<file path="src/rtl/fifo_wr_arbiter.sv">
// Round-robin, burst-locked arbiter sharing the async_fifo write port; FIFO_WR_ARB_PRIO_EN makes requester 0 strict-priority.
// Latency: one arbitration cycle from req_valid to first beat, one bubble cycle between bursts.
// Backpressure: wfull stalls the owner combinationally (req_ready/winc low) while the grant is held.
module fifo_wr_arbiter #(
  parameter type data_t    = logic [7:0],
  parameter int  N_REQ     = 4,
  parameter int  MAX_BURST = 4
) (
  input  logic                    wclk,
  input  logic                    wrst,
  input  logic [N_REQ-1:0]        req_valid,
  input  data_t [N_REQ-1:0]       req_data,
  output logic [N_REQ-1:0]        req_ready,
  output logic [N_REQ-1:0]        gnt,
  output data_t                   wdata,
  output logic                    winc,
  input  logic                    wfull
);
  localparam int IW = (N_REQ > 1) ? $clog2(N_REQ) : 1;
  localparam int CW = $clog2(MAX_BURST + 1);

  typedef enum logic {IDLE, BURST} state_t;

  state_t           state;
  logic [IW-1:0]    owner;
  logic [IW-1:0]    rr_ptr;
  logic [IW-1:0]    pick;
  logic [CW-1:0]    beat_cnt;
  logic [N_REQ-1:0] rot;
  logic [IW:0]      pick_sum;
  logic             own_vld;
  logic             beat;
  logic             last_beat;

  // rot[k] is requester (rr_ptr + k) mod N_REQ; the lowest set bit wins.
  always_comb begin
    rot      = N_REQ'({req_valid, req_valid} >> rr_ptr);
    pick_sum = '0;
    for (int i = N_REQ - 1; i >= 0; i--) begin
      if (rot[i]) pick_sum = {1'b0, rr_ptr} + (IW+1)'(i);
    end
    pick = (pick_sum >= (IW+1)'(N_REQ)) ? IW'(pick_sum - (IW+1)'(N_REQ)) : IW'(pick_sum);
`ifdef FIFO_WR_ARB_PRIO_EN
    if (req_valid[0]) pick = '0;
`endif
  end

  assign own_vld   = req_valid[owner];
  assign beat      = (state == BURST) && own_vld && !wfull;
  assign last_beat = beat && (beat_cnt == CW'(MAX_BURST - 1));

  always_comb begin
    req_ready = '0;
    winc      = 1'b0;
    wdata     = '0;
    if (state == BURST) begin
      req_ready[owner] = !wfull;
      winc             = beat;
      wdata            = req_data[owner];
    end
  end

  always_ff @(posedge wclk) begin
    if (wrst) begin
      state    <= IDLE;
      owner    <= '0;
      rr_ptr   <= '0;
      beat_cnt <= '0;
      gnt      <= '0;
    end else begin
      case (state)
        IDLE: begin
          if (|req_valid) begin
            state     <= BURST;
            owner     <= pick;
            beat_cnt  <= '0;
            gnt       <= '0;
            gnt[pick] <= 1'b1;
          end
        end
        BURST: begin
          // An abandoned burst and a full burst both hand priority to the next index.
          if (!own_vld || last_beat) begin
            state  <= IDLE;
            gnt    <= '0;
            rr_ptr <= (owner == IW'(N_REQ - 1)) ? '0 : owner + IW'(1);
          end
          if (beat) beat_cnt <= beat_cnt + CW'(1);
        end
        default: begin
          state <= IDLE;
          gnt   <= '0;
        end
      endcase
    end
  end
endmodule
</file>
<file path="config.mk">
export PLATFORM = sky130hd
export DESIGN_NAME = fifo_wr_arbiter
export DESIGN_NICKNAME = d
export VERILOG_FILES = /design/src/rtl/fifo_wr_arbiter.sv
export SDC_FILE = /design/constraint.sdc
export NUM_CORES = 1
export LEC_CHECK = 0
export CAP_MARGIN = 20
export CELL_PAD_IN_SITES_DETAIL_PLACEMENT = 0
export CELL_PAD_IN_SITES_GLOBAL_PLACEMENT = 1
export CORE_MARGIN = 4
export CORE_UTILIZATION = 29
export DETAILED_ROUTE_END_ITERATION = 16
export PLACE_DENSITY = 0.81
export SYNTH_ARGS = -nofsm -noshare
export SYNTH_HDL_FRONTEND = slang
export SYNTH_SLANG_ARGS = --single-unit
export TNS_END_PERCENT = 50
</file>
<file path="constraint.sdc">
create_clock -name wclk -period 3.4 [get_ports wclk]
set_clock_uncertainty 0.2 [all_clocks]
set_input_delay 1.02 -clock wclk [delete_from_list [all_inputs] [get_ports wclk]]
set_output_delay 1.02 -clock wclk [all_outputs]
set_load 0.03 [all_outputs]
</file>
==> results.toml <==
[clocking]
cts_num_sinks = 12
ctsHtreeMaxLevel = 1
root_buffer = "clkbuf_4"
cts.clk_slew.worst_paths_ps = 80
cts_buffers = 3
cts_hold_buf = 0
clock_latency_ps = 280
clk_path_buf_depth = 2
tritoncts_clock_tree = "yes"

[synth]
synth_enable_flop_cells = 0
synth_top_flop_cell = "dfxtp_1"
seq_area_frac_synth_pct = 24.0
synth_warnings = 0
post_synth_inst_count = 104
postSynth.asyncResetShare_pct = 0
synth.cell_area_um2 = 1000
yosysUniqueCellTypes = 33
postSynthNetCount = 149
postSynthAreaPerCell_um2 = 9.61
synth_seq_cells = 12

[critical_path]
worstPathBufferInverterCount = 2
critical-path-max-stage-delay_ps = 450
worstReg2RegEnd = "beat_cnt[2]$_SDFFE_PP0P_"
r2r.worst_path.cells = 6
critical_path.max_fanout = 1
logic_depth_of_the_worst_path_buffers_included = 4
r2r-start = "owner[0]$_SDFFE_PP0P_"
setup.worst_path.end = "wdata[7]"
crit_path_end_kind = "output port"
critical-path-top-delay-family = "buffers and inverters"
critical_path_class = "in -> out"
critical_path.slowest_cell = "mux4_2"
timing.critical_path.required_ps = 2180
setup.reg_to_reg.worst_slack_ps = 1500
worstSetupStartpoint = "req_data[7]"
start_kind = "primary input"
critical_path_arrival_ps = 2170
path_cells = "clkdlybuf4s50_1 -> mux4_2 -> and2_4 -> buf_6"

[detailed_routing]
drtPass1Iterations = 4
post-route-drc-count = 0
number_of_vias_in_the_routed_layout = 1074
postRouteAntennaNets = 0
drtIter0Drc = 16
routed_length_per_placed_instance_um = 15.0
route.met3.wl_um = 445
postRouteWirelength_mm = 3.20
met2_wirelength_mm = 1.45
top_layer = "met4"
drt-vias-per-instance = 5.04
routedLengthMet1_mm = 1.27

[place]
port-buffer-count = 55
detailed_place.area_mm2 = 0.00165
detailed_place_hpwl_mm = 2.50
gp_congestion = 0.785

[power]
power_report.internal_total_uw = 334
p_sw_share_pct = 32.1
power_frac_seq_pct = 32.3
ir_drop_uv = 139
pwr-share-comb_pct = 43.8
total_leakage_power_nw = 0.787
clock_power_share_pct = 23.8
power.density_cell_area_mw_per_mm2 = 283
power.switching_uw = 158

[run]
number_of_maximum_capacitance_constraint_violations = 0

[timing]
layout_worst_path_cycle_share_pct = 99.8
setup_tns_ps = 0
max_slew.worst_pin.slew_ps = 541
hold_viol_final = 0
finalSetupViolCount = 0
maxClockFrequency_ghz = 0.295
report.final.slew_viol_count = 0
timing.max_slew.rel_slack_pct = 63.8
finalCriticalPeriod_ps = 3390

[floorplan]
floorplan.core_area_mm2 = 0.00334
floorplan.initialDensity_pct = 30.0
y_dimension_of_the_die_um = 66.7
die_area_mm2 = 0.00445
row_count = 21
boundaryPins = 56
floorplan.die.width_um = 66.7

[outcome]
outcome = "completed"

[cells_and_area]
mostFrequentLayoutCell = "clkdlybuf4s50_1"
final_cell_area_mm2 = 0.00174
most_frequent_cells_in_the_layout = "16 x clkdlybuf4s50_1, 14 x dlygate4sd2_1, 13 x buf_4"
layout-area-overhead-vs-synth_pct = 73.6
antenna_cells_inserted = 0
final_layout_size_suffix_gt1_share_pct = 31.1
nNetsFinal = 213

[global_route]
largest_net_degree_at_the_start_of_global_routing = 18
grt_pass1_wl_mm = 4.92
global_route.overflow_total = 0
via_count_of_the_first_global_routing_pass = 1093
global_route.usage.total_pct = 14.4
grt_antenna_before_repair = 0

[hold_path]
worstHoldPathType = "reg -> reg"
==> what timing repair did <==
action                     CTS  global route
resized for setup           83            15
setup buffers                1             0
setup endpoints to repair    9            12
pin swaps                    1             0
==> tightest hold or removal path: cells and delay by family, from the launching register on <==
family / cells / cell delay, ps
flip-flops: 1 / 320
buffers and inverters: 1 / 60
AO/OA/AOI/OAI: 1 / 60
==> power by group through the flow <==
stage / combinational, mW / clock (mW) / sequential [mW]
after detailed placement: 0.211 / 0 / 0.162
final: 0.216 / 0.117 / 0.159
after global routing: 0.231 / 0.130 / 0.161
after CTS: 0.217 / 0.122 / 0.159
after floorplan: 0.107 / 0 / 0.165
after global placement: 0.208 / 0 / 0.161
==> Yosys cell counts (all sizes together) (4+ instances only) <==
library cell	count	area share, %
and2	13	8.1
dfxtp	12	24
mux4	9	20
inv	7	2.6
ha	6	7.5
nor2	5	1.9
nor2b	5	3.1
nand2	4	1.8
nand3	4	2.0
o21ai	4	2.0
==> final cells by class <==
class,instances,area (µm²)
fillers,305,1600
repair buffers,65,652
inverters,7,26.3
well taps,46,57.6
multi-input cells,79,723
flip-flops and latches,12,240
clock buffers,4,36.3
==> flip-flops by register name, indices dropped and copies added, names as in the netlist <==
register,flops
beat_cnt,3
gnt,4
owner,2
rr_ptr,2
state,1
==> worst min path at each step <==
stage / cells after the start / to / start
finish: 2 / gnt[3]$_SDFFE_PP0P_ / gnt[3]$_SDFFE_PP0P_
global route: 1 / gnt[0]$_SDFFE_PP0P_ / gnt[0]$_SDFFE_PP0P_
CTS: 2 / gnt[3]$_SDFFE_PP0P_ / gnt[3]$_SDFFE_PP0P_
detailed placement: 1 / gnt[0]$_SDFFE_PP0P_ / gnt[0]$_SDFFE_PP0P_
global placement: 2 / gnt[3]$_SDFFE_PP0P_ / gnt[3]$_SDFFE_PP0P_
floorplan: 1 / beat_cnt[0]$_SDFFE_PP0P_ / beat_cnt[0]$_SDFFE_PP0P_
==> metal layers <==
| metal | GRT usage (%) | vias up |
|---|---|---|
| li1 | - | 515 |
| met1 | 15.4 | 502 |
| met2 | 26.0 | 52 |
| met3 | 4.89 | 5 |
| met4 | 5.08 | 0 |
| met5 | 0 | - |
==> logic make-up after synthesis <==
kind of cell / synth area share [%]
adder cells (fa/ha/maj): 7.51
AND/OR/NAND/NOR: 24.4
multiplexers: 22.5
flip-flops: 24.0
buffers and inverters: 5.88
AO/OA/AOI/OAI: 15.6
==> per-stage QoR <==
stage	hold slack, ps	utilization (%)	total power [mW]	setup slack [ps]	cells
after floorplan	248	-	0.273	466	104
after global placement	257	49.3	0.369	-499	208
after detailed placement	261	49.3	0.373	-507	208
after CTS	283	50.9	0.498	1.13	213
after global routing	313	52.0	0.521	-1.42	213
final	278	52.0	0.492	5.52	213
Power figures use the tool's default switching activity.
